==> config.mk <==
export PLATFORM = sky130hd
export DESIGN_NAME = alu_issue
export DESIGN_NICKNAME = d
export VERILOG_FILES = /design/src/rtl/alu_issue.sv
export SDC_FILE = /design/constraint.sdc
export NUM_CORES = 1
export LEC_CHECK = 0
export CORE_AREA = 2 2 143 145
export DETAILED_ROUTE_END_ITERATION = 8
export DIE_AREA = 0 0 145 147
export GPL_TIMING_DRIVEN = 0
export PLACE_DENSITY = 0.76
export SYNTH_ARGS = -nofsm -noshare
export SYNTH_HDL_FRONTEND = slang
export SYNTH_SLANG_ARGS = --single-unit
==> constraint.sdc <==
create_clock -name clk -period 1.5 [get_ports clk]
set_input_delay 0.225 -clock clk [delete_from_list [all_inputs] [get_ports clk]]
set_output_delay 0.225 -clock clk [all_outputs]
set_load 0.05 [all_outputs]
==> src/rtl/alu_issue.sv <==
// alu_issue: decodes one operation per cycle from the decoder into the shared
// ALU operand/opcode format and hands it to the ALU through a 2-entry skid
// buffer. The output register holds the operation currently presented; the
// skid register catches one extra operation so that dec_ready can come from
// registered state alone.
module alu_issue #(
   parameter int TAG_W = 5
) (
   input  logic             clk,
   input  logic             rst,
   input  logic             dec_valid,
   output logic             dec_ready,
   input  logic [3:0]       op_class,
   input  logic [31:0]      rs_val,
   input  logic [31:0]      rt_val,
   input  logic [15:0]      imm,
   input  logic             use_imm,
   input  logic             imm_sign,
   input  logic [4:0]       shamt,
   input  logic [TAG_W-1:0] dec_tag,
   output logic             alu_valid,
   input  logic             alu_ready,
   output logic [31:0]      alu_in1,
   output logic [31:0]      alu_in2,
   output logic [2:0]       alu_op,
   output logic [4:0]       alu_shift,
   output logic [TAG_W-1:0] alu_tag,
   output logic             illegal,
   output logic [15:0]      issue_cnt
);

   localparam logic [2:0] OP_ADD = 3'd0;
   localparam logic [2:0] OP_SUB = 3'd1;
   localparam logic [2:0] OP_AND = 3'd2;
   localparam logic [2:0] OP_OR  = 3'd3;
   localparam logic [2:0] OP_XOR = 3'd4;
   localparam logic [2:0] OP_ID  = 3'd5;
   localparam logic [2:0] OP_SLW = 3'd6;
   localparam logic [2:0] OP_SRW = 3'd7;

   typedef enum logic [1:0] {EMPTY, ONE, FULL} state_t;

   state_t           state;
   logic             accept;
   logic             consume;
   logic [31:0]      x_val;
   logic [31:0]      d_in1;
   logic [31:0]      d_in2;
   logic [2:0]       d_op;
   logic [4:0]       d_shift;
   logic             d_bad;
   logic [31:0]      skid_in1;
   logic [31:0]      skid_in2;
   logic [2:0]       skid_op;
   logic [4:0]       skid_shift;
   logic [TAG_W-1:0] skid_tag;

   assign accept  = dec_valid && dec_ready;
   assign consume = alu_valid && alu_ready;

   // Second operand: register rt or the immediate, sign- or zero-extended.
   assign x_val = use_imm ? (imm_sign ? {{16{imm[15]}}, imm} : {16'h0000, imm})
                          : rt_val;

   // Translate the decoder's operation class into ALU opcode and operands.
   // The ALU subtracts in1 from in2, so SUB swaps its operands.
   always_comb begin
      d_in1   = 32'd0;
      d_in2   = 32'd0;
      d_op    = OP_ID;
      d_shift = 5'd0;
      d_bad   = 1'b0;
      case (op_class)
         4'd0: begin d_op = OP_ADD; d_in1 = rs_val; d_in2 = x_val; end
         4'd1: begin d_op = OP_SUB; d_in1 = x_val;  d_in2 = rs_val; end
         4'd2: begin d_op = OP_AND; d_in1 = rs_val; d_in2 = x_val; end
         4'd3: begin d_op = OP_OR;  d_in1 = rs_val; d_in2 = x_val; end
         4'd4: begin d_op = OP_XOR; d_in1 = rs_val; d_in2 = x_val; end
         4'd5: begin d_op = OP_ID;  d_in2 = {imm, 16'h0000}; end
         4'd6: begin
            d_op    = OP_SLW;
            d_in1   = rt_val;
            d_shift = use_imm ? shamt : rs_val[4:0];
         end
         4'd7: begin
            d_op    = OP_SRW;
            d_in1   = rt_val;
            d_shift = use_imm ? shamt : rs_val[4:0];
         end
         4'd8: begin d_op = OP_ID; d_in2 = x_val; end
         default: d_bad = 1'b1;
      endcase
   end

   // Skid-buffer FSM: output register, skid register, handshakes and counter.
   always_ff @(posedge clk) begin
      if (rst) begin
         state      <= EMPTY;
         dec_ready  <= 1'b1;
         alu_valid  <= 1'b0;
         illegal    <= 1'b0;
         issue_cnt  <= 16'd0;
         alu_in1    <= 32'd0;
         alu_in2    <= 32'd0;
         alu_op     <= 3'd0;
         alu_shift  <= 5'd0;
         alu_tag    <= '0;
         skid_in1   <= 32'd0;
         skid_in2   <= 32'd0;
         skid_op    <= 3'd0;
         skid_shift <= 5'd0;
         skid_tag   <= '0;
      end else begin
         illegal <= accept && d_bad;
         if (consume) begin
            issue_cnt <= issue_cnt + 16'd1;
         end
         case (state)
            EMPTY: begin
               if (accept) begin
                  alu_in1   <= d_in1;
                  alu_in2   <= d_in2;
                  alu_op    <= d_op;
                  alu_shift <= d_shift;
                  alu_tag   <= dec_tag;
                  alu_valid <= 1'b1;
                  state     <= ONE;
               end
            end
            ONE: begin
               if (accept && consume) begin
                  alu_in1   <= d_in1;
                  alu_in2   <= d_in2;
                  alu_op    <= d_op;
                  alu_shift <= d_shift;
                  alu_tag   <= dec_tag;
               end else if (accept) begin
                  skid_in1   <= d_in1;
                  skid_in2   <= d_in2;
                  skid_op    <= d_op;
                  skid_shift <= d_shift;
                  skid_tag   <= dec_tag;
                  dec_ready  <= 1'b0;
                  state      <= FULL;
               end else if (consume) begin
                  alu_valid <= 1'b0;
                  state     <= EMPTY;
               end
            end
            FULL: begin
               if (consume) begin
                  alu_in1   <= skid_in1;
                  alu_in2   <= skid_in2;
                  alu_op    <= skid_op;
                  alu_shift <= skid_shift;
                  alu_tag   <= skid_tag;
                  dec_ready <= 1'b1;
                  state     <= ONE;
               end
            end
            default: begin
               alu_valid <= 1'b0;
               dec_ready <= 1'b1;
               state     <= EMPTY;
            end
         endcase
      end
   end

endmodule

==> results of run 1 <==
-- state kept, by name, summed over array words and instances, names as in the netlist --
name and count:
state 2, skid_shift 5, skid_in2 32, alu_valid 1, skid_tag 5, skid_op 3
alu_in2 32, illegal 1, alu_in1 32, alu_tag 5, issue_cnt 16, dec_ready 1
alu_shift 5, alu_op 3, skid_in1 32
-- layer usage --
layer,vias up,track usage,share of wire
met4,2,0.233,0.079
met1,5100,0.434,0.36
li1,4380,-,-
met3,238,0.0863,0.11
met2,809,0.565,0.45
met5,-,0,0.00031
-- cells in the final DEF, fill, tap and decap left out, drive strengths merged, types with 4 or more instances in the layout --
cell type      instances
dfxtp                175
nor2                 158
buf                  117
a211oi               104
clkbuf                96
clkdlybuf4s50         92
clkdlybuf4s15         74
nand3b                66
nand2                 60
a21oi                 52
nor3                  45
mux2i                 38
o211ai                34
nand4b                33
o41ai                 32
a221oi                32
nand2b                17
nand4                  8
or3                    8
xor2                   7
nor2b                  6
a311oi                 6
clkinv                 5
inv                    5
nand3                  4
xnor2                  4
-- worst max-delay path by stage --
stage                          endpoint  slack, ns      start
after floorplan             alu_in1[10]      -0.12  alu_valid
after global placement      alu_in2[11]      -1.06  alu_ready
after detailed placement     alu_in2[4]      -1.10  alu_ready
after CTS                   alu_in1[10]      -0.20   state[0]
after global routing      skid_shift[2]      -0.36   state[0]
final                     skid_shift[2]      -0.35   state[0]
-- final cells by class --
| cell class | instances | area [um^2] | area share |
|---|---|---|---|
| Tap cell | 270 | 338 | 0.0221 |
| Clock inverter | 12 | 159 | 0.0104 |
| Timing Repair Buffer | 256 | 2820 | 0.185 |
| Antenna cell | 2 | 5.00 | 0.000327 |
| Buffer | 107 | 1110 | 0.0725 |
| Sequential cell | 175 | 3550 | 0.232 |
| Multi-Input combinational cell | 740 | 6850 | 0.449 |
| Inverter | 2 | 7.51 | 0.000491 |
| Clock buffer | 20 | 437 | 0.0286 |
-- kinds of logic (layout without fill, tap and decap cells) --
| kind of cell | after synthesis | in the layout | share of synthesized area |
|---|---|---|---|
| DFF | 175 | 175 | 0.383 |
| adders and majority gates | 1 | 1 | 0.00137 |
| buffers and inverters | 116 | 397 | 0.0590 |
| other | 0 | 2 | 0 |
| and+or+nand+nor | 419 | 419 | 0.242 |
| xor gates and xnor gates | 11 | 11 | 0.0105 |
| AOI/OAI and AO/OA | 269 | 269 | 0.260 |
| muxes | 40 | 40 | 0.0440 |
-- per-stage QoR --
step | worst slack, ns | total power, mW | cell area, um^2
after floorplan | -0.122 | 8.10 | 9930
after global placement | -1.06 | 9.56 | 12200
after detailed placement | -1.10 | 9.62 | 12200
after CTS | -0.195 | 15.4 | 14700
after global routing | -0.361 | 16.6 | 15300
final | -0.352 | 16.2 | 15300
-- power by group --
group	total, mW	leakage, nW	switching, mW	internal, mW
logic	6.04	3.85	3.55	2.49
registers	5.43	1.43	0.359	5.07
clock network	4.74	0.291	2.10	2.64
-- worst register-to-register path, delay by kind of cell (launching register included) --
family	cells	cell delay (ns)
buffers and inverters	3	0.52
and+or+nand+nor	2	0.52
DFF	1	0.38
AOI/OAI and AO/OA	2	0.36
-- repair_timing --
| item | CTS | global route |
|---|---|---|
| resized for setup | 554 | 208 |
| cloned | 19 | 3 |
| setup endpoints to repair | 269 | 186 |
| pin swaps | 89 | 73 |
| setup buffers | 39 | 18 |
| hold buffers | 0 | 0 |
==> key figures, run 1 <==
Routing
  – Routed wire length: 41.8 mm
  – Avg WL per Cell: 26.4 um
  – Drc violations: 0
  – Initial DRC Count: 1051
  – Vias per inst: 6.65
  – Routed via count: 10.5k
  – Antenna-violating nets left: 0
  – DR pass1 iterations: 6

Die
  – Die ar.: 21300 um^2
  – Core Area: 19800 um^2
  – Initial Util: 0.461
  – I/O pin count: 196
  – Die Span Y: 147 um
  – Die width: 145 um
  – Cell Rows: 52

Clock network
  – Total CTS buffers: 17
  – Skew-Pair Late Insertion Delay: 0.45 ns
  – Clock transition at path regs: 0.07 ns
  – Clk buf depth: 2
  – CTS sink cnt: 175
  – H-tree lvl count: 4
  – CTS tree: built
  – Clock Root Buffer: clkbuf_16

Yosys
  – Syn nets: 1132
  – Sequential-to-total area share from yosys stat: 0.383
  – Main synth FF type: dfxtp_1
  – Area contributors post-synth: dfxtp_1 38%, a211oi_1 6.8%, nor2_1 6.5%
  – Syn_area_per_cell: 8.88 um^2
  – Mapped Area: 9150 um^2
  – Async set-reset flop share out of synthesis: 0
  – Seq cells post-synth: 175
  – Post-Syn Instances: 1031
  – Yosys Warn Count: 0
  – Cell accounting for the most synthesized area: dfxtp_1
  – Post-synth top cells: 175 x dfxtp_1, 158 x nor2_1, 83 x a211oi_1
  – Post-synth top area share: 0.383
  – Synth cell types: 49
  – Most frequent cell after synthesis: dfxtp_1
  – Post-synth EDFFs: 0

Timing
  – Normalized max-slew margin: 0.365
  – Setup TNS: -30.13 ns
  – F_max: 540 MHz
  – Final Hold Fails: 0
  – RSZ-0062 raised after global routing: yes
  – PnR worst setup slack: -0.352 ns
  – Final period util: 1.23
  – Slew of the pin with the lowest slew margin: 0.952 ns
  – Final setup viols: 157
  – Fin crit period: 1.85 ns
  – Final Slew Violations: 0
  – Setup Skew: 0.0110 ns
  – Worst hold margin: 0.0831 ns

Min path
  – Hold Path Class: input port to flop
  – HP Start: op_class[3]
  – WHS Endpoint: illegal
  – Hold depth: 2

Setup path
  – Slowest-stage cell, CP: dfxtp_4
  – CP top delay family: simple AND/OR/NAND/NOR gates
  – FF-to-FF Start: state[0]
  – Buffer and inverter count on the worst path: 3
  – Startpoint types: flop
  – CP required: 1.88 ns
  – Critical-path cell list: a21boi_4 -> buf_6 -> nand4_1 -> buf_6 -> clkbuf_16 -> or3_4 -> a21oi_2
  – Worst-case reg-to-reg path depth: 7
  – CP Max Fanout: 6
  – Worst R2R Setup Slack: -0.35 ns
  – CP Depth: 7
  – Slowest Stage Delay on Critical Path: 0.38 ns
  – Critical Path End Type: flop
  – Most used cell, CP: buf_6
  – R2R Path End: skid_shift[2]
  – Kind of critical path: flop to flop
  – Worst EP arrival: 2.24 ns

Power
  – Worst vdd ir: 905 uV
  – Leak pwr: 5.58 nW
  – PD cells: 1060 nW/um^2

Layout
  – Post-layout util: 0.770
  – # nets final: 1400
  – Fraction of layout cells with a size suffix above 1: 0.475
  – Filler cells: 1165
  – Post-Layout Cell Count: 1584
  – Area Growth Syn to Fin: 66.9%

GRT
  – Initial antenna violation count: 3
  – GRT Resource Usage Total: 0.356
  – Vias in the first global route: 10.1k
  – First-pass GRT wire length: 58.9 mm
  – Grt total ovfl: 0
  – Largest net degree at the start of global routing: 17

Placement
  – Placed cells: 1492
  – Placer Congestion: 0.956
  – Input/output buffers: 191
  – Dpl hpwl: 25.3 mm

Outcome
  – Status: finished with violations
  – Failing checks: setup timing

Flow run
  – Max-cap viol count: 0
Power figures use the tool's default switching activity.
==> inputs of run 2 (changes only) <==
CORE_AREA = 2 2 136 138   (was 2 2 143 145)
DIE_AREA = 0 0 138 140   (was 0 0 145 147)
PLACE_DENSITY = unset   (was 0.76)
PLACE_DENSITY_LB_ADDON = 0.15   (was unset)
SLEW_MARGIN = 0   (was unset)
clock period = 1.77 ns   (was 1.5 ns; I/O delays follow)
==> run 2 against run 1 <==
Effect of this change: the run still ends with setup timing left; non-clock buffer count down 49; clock-buffer cell count is 1 lower; via count fell by 8.5%; critical path type unchanged.
==> key figures, run 2 (synthesis gave the netlist of run 1 again) <==
GRT
  – Largest net degree at the start of global routing: 18 (was 17)
  – GRT Resource Usage Total: 0.340 (was 0.356)
  – Grt total ovfl: 0 (unchanged)
  – Initial antenna violation count: 1 (was 3)
  – First-pass GRT wire length: 51.6 mm (was 58.9 mm)
  – Vias in the first global route: 9067 (was 10.1k)

Timing
  – Slew of the pin with the lowest slew margin: 0.772 ns (was 0.952 ns)
  – Final Hold Fails: 0 (unchanged)
  – PnR worst setup slack: -0.0363 ns (was -0.352 ns)
  – Final Slew Violations: 0 (unchanged)
  – Final setup viols: 27 (was 157)
  – RSZ-0062 raised after global routing: yes (unchanged)
  – Final period util: 1.02 (was 1.23)
  – Worst hold margin: 0.238 ns (was 0.0831 ns)
  – Setup TNS: -0.261 ns (was -30.13 ns)
  – F_max: 554 MHz (was 540 MHz)
  – Fin crit period: 1.81 ns (was 1.85 ns)
  – Setup Skew: 0.0101 ns (was 0.0110 ns)
  – Normalized max-slew margin: 0.486 (was 0.365)

Routing
  – Routed via count: 9637 (was 10.5k)
  – Drc violations: 0 (unchanged)
  – DR pass1 iterations: 8 (was 6)
  – Vias per inst: 6.45 (was 6.65)
  – Initial DRC Count: 1024 (was 1051)
  – Routed wire length: 34.3 mm (was 41.8 mm)
  – Avg WL per Cell: 23.0 um (was 26.4 um)
  – Antenna-violating nets left: 0 (unchanged)

Setup path
  – Critical Path End Type: flop (unchanged)
  – Slowest-stage cell, CP: dfxtp_4 (unchanged)
  – Worst-case reg-to-reg path depth: 6 (was 7)
  – CP top delay family: simple AND/OR/NAND/NOR gates (unchanged)
  – Critical-path cell list: nand4b_1 -> a21o_4 -> or3_4 -> buf_6 -> buf_6 -> o211ai_2 (was a21boi_4 -> buf_6 -> nand4_1 -> buf_6 -> clkbuf_16 -> or3_4 -> a21oi_2)
  – CP Max Fanout: 10 (was 6)
  – CP Depth: 6 (was 7)
  – Worst EP arrival: 2.17 ns (was 2.24 ns)
  – Buffer and inverter count on the worst path: 2 (was 3)
  – CP required: 2.13 ns (was 1.88 ns)
  – FF-to-FF Start: state[0] (unchanged)
  – Slowest Stage Delay on Critical Path: 0.37 ns (was 0.38 ns)
  – Most used cell, CP: buf_6 (unchanged)
  – R2R Path End: alu_in1[30] (was skid_shift[2])
  – Kind of critical path: flop to flop (unchanged)
  – Worst R2R Setup Slack: -0.04 ns (was -0.35 ns)
  – Startpoint types: flop (unchanged)

Die
  – Die Span Y: 140 um (was 147 um)
  – Die width: 138 um (was 145 um)
  – Die ar.: 19300 um^2 (was 21300 um^2)
  – Core Area: 17800 um^2 (was 19800 um^2)
  – I/O pin count: 196 (unchanged)
  – Cell Rows: 49 (was 52)
  – Initial Util: 0.515 (was 0.461)

Power
  – Worst vdd ir: 801 uV (was 905 uV)
  – PD cells: 973 nW/um^2 (was 1060 nW/um^2)
  – Leak pwr: 5.10 nW (was 5.58 nW)

Clock network
  – Total CTS buffers: 17 (unchanged)
  – Clk buf depth: 2 (unchanged)
  – CTS sink cnt: 175 (unchanged)
  – Clock transition at path regs: 0.07 ns (about the same)
  – Skew-Pair Late Insertion Delay: 0.45 ns (about the same)
  – H-tree lvl count: 4 (unchanged)
  – Clock Root Buffer: clkbuf_16 (unchanged)
  – CTS tree: built (unchanged)

Layout
  – Commonest non-fill, non-tap cell in the layout: dfxtp_1 (unchanged)
  – Post-Layout Cell Count: 1494 (was 1584)
  – Most frequent cells in the layout: 169 x dfxtp_1, 157 x nor2_1, 98 x dlygate4sd2_1 (was 160 x dfxtp_1, 92 x clkdlybuf4s50_1, 81 x nor2_1)
  – Area Growth Syn to Fin: 38.5% (was 66.9%)
  – Post-layout util: 0.713 (was 0.770)
  – Fraction of layout cells with a size suffix above 1: 0.217 (was 0.475)
  – # nets final: 1351 (was 1400)

Outcome
  – Failing checks: setup timing (unchanged)
  – Status: finished with violations (unchanged)

Placement
  – Dpl hpwl: 24.7 mm (was 25.3 mm)
  – Placer Congestion: 1.03 (was 0.956)
  – Placed cells: 1451 (was 1492)
  – Place WS: -0.856 ns (was -1.10 ns)
  – Input/output buffers: 191 (unchanged)

Min path
  – HP Start: op_class[3] (unchanged)
  – Hold Path Class: input port to flop (unchanged)
  – WHS Endpoint: illegal (unchanged)
  – Hold depth: 2 (unchanged)

Flow run
  – Max-cap viol count: 0 (unchanged)
[run 2: routing by layer]
layer | part of all wire | vias up | global-route usage
met4 | 0.057 | 0 | 0.178
li1 | - | 4309 | -
met2 | 0.45 | 601 | 0.545
met5 | 0 | - | 0
met3 | 0.098 | 125 | 0.0667
met1 | 0.40 | 4602 | 0.436
[run 2: how the worst max path moves through the flow]
stage	from	to
after floorplan	issue_cnt[2]	issue_cnt[15]
after global placement	alu_ready	alu_in2[11]
after detailed placement	alu_ready	alu_in2[9]
after CTS	op_class[2]	alu_in2[25]
after global routing	state[0]	skid_in2[10]
final	state[0]	alu_in1[30]
[run 2: what timing repair did]
item | 4_1_cts | 5_1_grt
setup buffers | 6 | 4
gates cloned | 0 | 2
hold buffers | 0 | 0
resized for setup | 196 | 103
setup endpoints to repair | 265 | 162
pin swaps | 5 | 9
[run 2: area by class of cell]
type	instances	area [um^2]
Multi-Input combinational cell	740	5570
Fill cell	1438	5100
Sequential cell	175	3520
Timing Repair Buffer	203	1940
Buffer	111	709
Clock buffer	19	453
Tap cell	229	287
Clock inverter	13	190
Inverter	2	7.51
Antenna cell	2	5.00
[run 2: power breakdown]
part           switching (mW)  internal [mW]
clock                    1.81           2.36
combinational            2.39           1.26
sequential              0.223           4.30
total                    4.42           7.92
[run 2: per-stage QoR]
stage / total power, mW / instance area [um^2]
after global placement: 7.88 / 11400
after CTS: 12.1 / 12300
final: 12.3 / 12700
after global routing: 12.7 / 12700
after floorplan: 6.69 / 9160
after detailed placement: 7.92 / 11400
==> variant 1, RTL diff (flow settings as in run 1) <==
Re-encode `state_t` (3 states) as one-hot, 3 bits wide.
--- a/src/rtl/alu_issue.sv
+++ b/src/rtl/alu_issue.sv
@@ -39,5 +39,5 @@
    localparam logic [2:0] OP_SRW = 3'd7;
 
-   typedef enum logic [1:0] {EMPTY, ONE, FULL} state_t;
+   typedef enum logic [2:0] {EMPTY = 3'b001, ONE = 3'b010, FULL = 3'b100} state_t;
 
    state_t           state;
Behaviour: same outputs for any inputs over 4 cycles, from zero or initial values and one cycle with rst high; so few cycles prove little.
==> variant 1 against run 1 <==
  * The run ends with design-rule violations, negative setup slack left
  * Routed wire length is 20% lower
  * Non-clock buffer count is 13 lower
  * Setup slack worse by 0.042 ns
  * Sequential cell count is 1 higher
  * Utilization is 13 points lower
  * Cell area is 17% lower
  * Area after synthesis is 13% lower
  * Fmax is 2.2% lower
Power is not compared: it rests on default switching activity, and its combinational part moved more than twofold at a synthesized area within 25%.
==> variant 1: results (changes against run 1) <==
CRITICAL PATH
--------------------------------------------------------------------------
Worst stage delay on the critical path ......................      0.41 ns   +0.03 ns
CP max FO ...................................................           10   +4
CP startpoint ...............................................     state[1]
Arrival time of data at the critical path endpoint ..........      2.22 ns   -0.02 ns
Capturing point of the worst reg2reg path ...................  alu_in1[16]
Register-to-Register Path Depth .............................            8   +1

TIMING
--------------------------------------------------------------------------
Number of endpoints failing setup at the final stage ........          158   +0.64%
Post-layout worst setup margin ..............................    -0.394 ns   -0.0419 ns
Summed negative setup slack over all endpoints ..............    -38.53 ns   -8.40 ns

PLACED DESIGN
--------------------------------------------------------------------------
Placer congestion estimate ..................................        0.964   +0.87%
Half-perimeter wire length of the detailed placement result .      22.4 mm   -11%

ROUTE
--------------------------------------------------------------------------
Count of TritonRoute iterations in the first routing pass ...            9   +3
Vias after detailed routing .................................         9019   -14%
Number of DRC violations after detailed-routing iteration 0 .         1268   +21%
Remaining design rule violation count .......................            1   +1
Highest routing layer actually used .........................         met4
Met3 wire len ...............................................      3.90 mm   -16%

LOGIC SYNTHESIS
--------------------------------------------------------------------------
Synth area leaders .......................................... sky130_fd_sc_hd__dfxtp_1 (44%), sky130_fd_sc_hd__nor2_1 (7.5%), sky130_fd_sc_hd__a22o_1 (7.0%), sky130_fd_sc_hd__a211oi_1 (6.4%), sky130_fd_sc_hd__a21oi_1 (5.5%)
List of most frequent post-synthesis cells .................. sky130_fd_sc_hd__dfxtp_1 (176), sky130_fd_sc_hd__nor2_1 (160), sky130_fd_sc_hd__a21oi_1 (87)
Post-synthesis net count ....................................         1021   -9.8%
Sequential-to-total area share from yosys stat ..............        0.442   +0.0595

FINISH
--------------------------------------------------------------------------
Number of nets in the final layout ..........................         1299   -7.2%
Antenna cell count ..........................................            0   -2
Non-Filler Cell Area, Final .................................   12600 um^2   -17%

OUTCOME
--------------------------------------------------------------------------
Violated checks ............................................. design-rule violations, negative setup slack
Result of the run ........................................... finished, violations left

GLOBAL ROUTING
--------------------------------------------------------------------------
Initial antenna violation count .............................            0   -3
GRT Overall Usage ...........................................        0.278   -0.0780
Met1 usage in global routing ................................        0.362   -0.0723
Number of global-route vias before repair ...................         8107   -20%

[variant 1: final cells by class]
class | count | area, um^2
multi-input cells | 631 | 4340
inverters | 22 | 82.6
clock inverters | 13 | 129
fillers | 1565 | 7190
well taps | 270 | 338
flip-flops and latches | 176 | 3570
repair buffers | 262 | 2980
plain buffers | 88 | 769
clock buffers | 19 | 443
[variant 1: kinds of logic (layout without fill, tap and decap cells)]
kind of cell	Yosys count	count (layout)	synth area share
AOI/OAI and AO/OA	341	341	0.314
adders and majority gates	1	1	0.00157
DFF	176	176	0.442
buffers and inverters	113	404	0.0633
and+or+nand+nor	254	254	0.134
muxes	23	23	0.0320
xor gates and xnor gates	12	12	0.0132
[variant 1: what timing repair did]
action                                 in CTS  in global routing
pin swaps                                  24                 71
resized for setup                         206                196
setup endpoints to repair                 260                220
cloned                                      5                 16
endpoints found under the hold margin       0                  0
setup buffers                              30                 21
==> variant 2, RTL diff (settings of run 1) <==
Without the edit above. Set the parameter `TAG_W` to 10 (it was 5).
--- a/src/rtl/alu_issue.sv
+++ b/src/rtl/alu_issue.sv
@@ -5,5 +5,5 @@
 // registered state alone.
 module alu_issue #(
-   parameter int TAG_W = 5
+   parameter int TAG_W = 10
 ) (
    input  logic             clk,
Ports: changed (resized alu_tag and dec_tag); port bits go from 196 to 206. No check against the original RTL was run, so the function may have changed too.
==> variant 2 against run 1 <==
  * The flow still finishes with violations (negative setup slack)
  * Utilization down 4.1 points
  * Area after synthesis up 0.52%
  * Sequential cell count grew 10
  * Die area did not move
  * Global-route usage fell by 0.84 points
  * Combinational power fell by 5.5%
  * Fmax increased by 0.35%
  * Synthesized cell count grew 4.8%
  * Setup slack gained 0.0065 ns
  * Cell area shrank 5.3%
  * Routed wire length decreased by 6.6%
  * Total power decreased by 1.5%
  * Critical path type unchanged
==> variant 2: results (changes against run 1) <==
OUTCOME
--------------------------------------------------------------------------
Result of the run ........................................... finished, violations left
Violated checks ............................................. negative setup slack

LOGIC SYNTHESIS
--------------------------------------------------------------------------
List of most frequent post-synthesis cells .................. sky130_fd_sc_hd__dfxtp_1 (185), sky130_fd_sc_hd__nor2_1 (163), sky130_fd_sc_hd__a211oi_1 (103)
Synth area leaders .......................................... sky130_fd_sc_hd__dfxtp_1 (40%), sky130_fd_sc_hd__a211oi_1 (8.4%), sky130_fd_sc_hd__nor2_1 (6.6%), sky130_fd_sc_hd__nand3b_1 (5.3%), sky130_fd_sc_hd__mux2i_1 (4.1%)
Sequential-to-total area share from yosys stat ..............        0.403   +0.0198
Post-synthesis net count ....................................         1186   +4.8%

FINISH
--------------------------------------------------------------------------
Share of layout cells above drive strength 1 ................        0.368   -0.107
Number of nets in the final layout ..........................         1453   +3.8%
Fillcell total ..............................................         1385   +19%

TIMING
--------------------------------------------------------------------------
Summed negative setup slack over all endpoints ..............    -36.52 ns   -6.39 ns
Post-layout worst setup margin ..............................    -0.346 ns   +0.00650 ns
Worst clock skew ............................................    0.0107 ns   -0.000274 ns
Number of endpoints failing setup at the final stage ........          170   +8.3%
Measured slew at the worst slew-check pin ...................     0.774 ns   -0.178 ns

ROUTE
--------------------------------------------------------------------------
Count of TritonRoute iterations in the first routing pass ...            7   +1
Drt via density .............................................         6.40   -3.8%
Number of DRC violations after detailed-routing iteration 0 .         1046   -0.48%
Highest routing layer actually used .........................         met4
Vias after detailed routing .................................        10400   -0.92%
Met3 wire len ...............................................      3.73 mm   -20%
Post-DR wirelength/cell .....................................      24.0 um   -9.3%
Routed metal-1 wirelength ...................................      15.3 mm   +0.43%
Met2 WL .....................................................      17.7 mm   -4.9%

PLACED DESIGN
--------------------------------------------------------------------------
Number of buffer cells added on primary ports ...............          201   +5.2%
Placed Cells ................................................         1551   +4.0%
Placer congestion estimate ..................................        0.942   -1.4%
Half-perimeter wire length of the detailed placement result .      25.1 mm   -0.83%

CRITICAL PATH
--------------------------------------------------------------------------
Arrival time of data at the critical path endpoint ..........      2.21 ns   -0.03 ns
Worst stage delay on the critical path ......................      0.40 ns   +0.02 ns
Critical-path top delay cell ................................ sky130_fd_sc_hd__nor3b_4
Critical path destination ................................... skid_in2[23]

GLOBAL ROUTING
--------------------------------------------------------------------------
Initial antenna violation count .............................            2   -1
GRT Overall Usage ...........................................        0.348   -0.00836
Global-route wire length before repair ......................      57.8 mm   -1.9%

POWER AND IR DROP
--------------------------------------------------------------------------
Leak pwr ....................................................      5.32 nW   -4.6%
Worst supply voltage drop on vdd ............................     0.897 mV   -0.81%
Internal power of the cells .................................     0.0102 W   +0.39%

CTS
--------------------------------------------------------------------------
CTS clk-pin slew, worst paths ...............................      0.07 ns   about the same

[variant 2: cell count changes in the layout (fill, tap and decap cells not counted), sizes merged, moves of 8 or more]
cell                  run 1  this run
dfxtp                   175       185
buf                     117       108
nand2                    60        80
clkdlybuf4s15            74        82
[variant 2: repair_timing]
| action | in CTS | in global routing |
|---|---|---|
| endpoints found under the hold margin | 0 | 0 |
| setup endpoints to repair | 269 | 194 |
| cloned | 16 | 1 |
| resized for setup | 566 | 142 |
| pin swaps | 60 | 53 |
| buffers inserted | 41 | 3 |
[variant 2: how the worst min path moves through the flow]
stage,from,endpoint,cells past startpoint
after global placement,alu_op[0],alu_op[0],2
after global routing,op_class[3],illegal,2
after floorplan,dec_tag[0],skid_tag[0],2
final,op_class[3],skid_op[1],4
after detailed placement,skid_tag[6],skid_tag[6],2
after CTS,op_class[3],illegal,2
[variant 2: cells by family (layout without fill, tap and decap cells)]
logic type | Yosys count | in the layout | synth area share
other | 0 | 1 | 0
buffers and inverters | 120 | 400 | 0.0604
AO/OA/AOI/OAI | 279 | 279 | 0.230
adder cells (fa/ha/maj) | 1 | 1 | 0.00136
XOR/XNOR | 11 | 11 | 0.0105
AND/OR/NAND/NOR | 444 | 444 | 0.252
multiplexers | 40 | 40 | 0.0438
flip-flops | 185 | 185 | 0.403
[variant 2: final cells by class]
cell class,instances,share of cell area
clock inverter,11,0.00830
sequential,185,0.259
inverter,2,0.000519
clock buffer,21,0.0318
multi-input combinational,775,0.416
tap,270,0.0233
buffer,110,0.0717
antenna,1,0.000173
timing repair buffer,256,0.190
[variant 2: through the flow]
step | cell area [um^2] | setup WS [ns] | util | total power [W] | hold WS (ns)
after floorplan | 9490 | -0.112 | - | 0.00829 | 0.361
after global placement | 11800 | -1.01 | 0.597 | 0.00977 | 0.438
after detailed placement | 11800 | -1.07 | 0.597 | 0.00982 | 0.447
after CTS | 14300 | -0.212 | 0.721 | 0.0155 | 0.134
after global routing | 14500 | -0.320 | 0.729 | 0.0164 | 0.136
final | 14500 | -0.346 | 0.729 | 0.0160 | 0.157
[variant 2: critical path: cells and delay by family, from the launching register on]
family / cells / cell delay, ns
buffers and inverters: 3 / 0.49
AOI/OAI and AO/OA: 1 / 0.29
DFF: 1 / 0.37
and+or+nand+nor: 3 / 0.61
[variant 2: routing by layer]
layer / vias up / GRT usage
met4: 0 / 0.191
met3: 165 / 0.0767
li1: 4547 / -
met5: - / 0
met1: 5009 / 0.433
met2: 711 / 0.564
[variant 2: power groups by stage]
stage,combinational [W],clock (W),sequential (W)
CTS,0.00535,0.00449,0.00566
detailed placement,0.00407,0,0.00575
global route,0.00589,0.00472,0.00574
global placement,0.00404,0,0.00574
finish,0.00571,0.00456,0.00571
floorplan,0.00177,0,0.00652
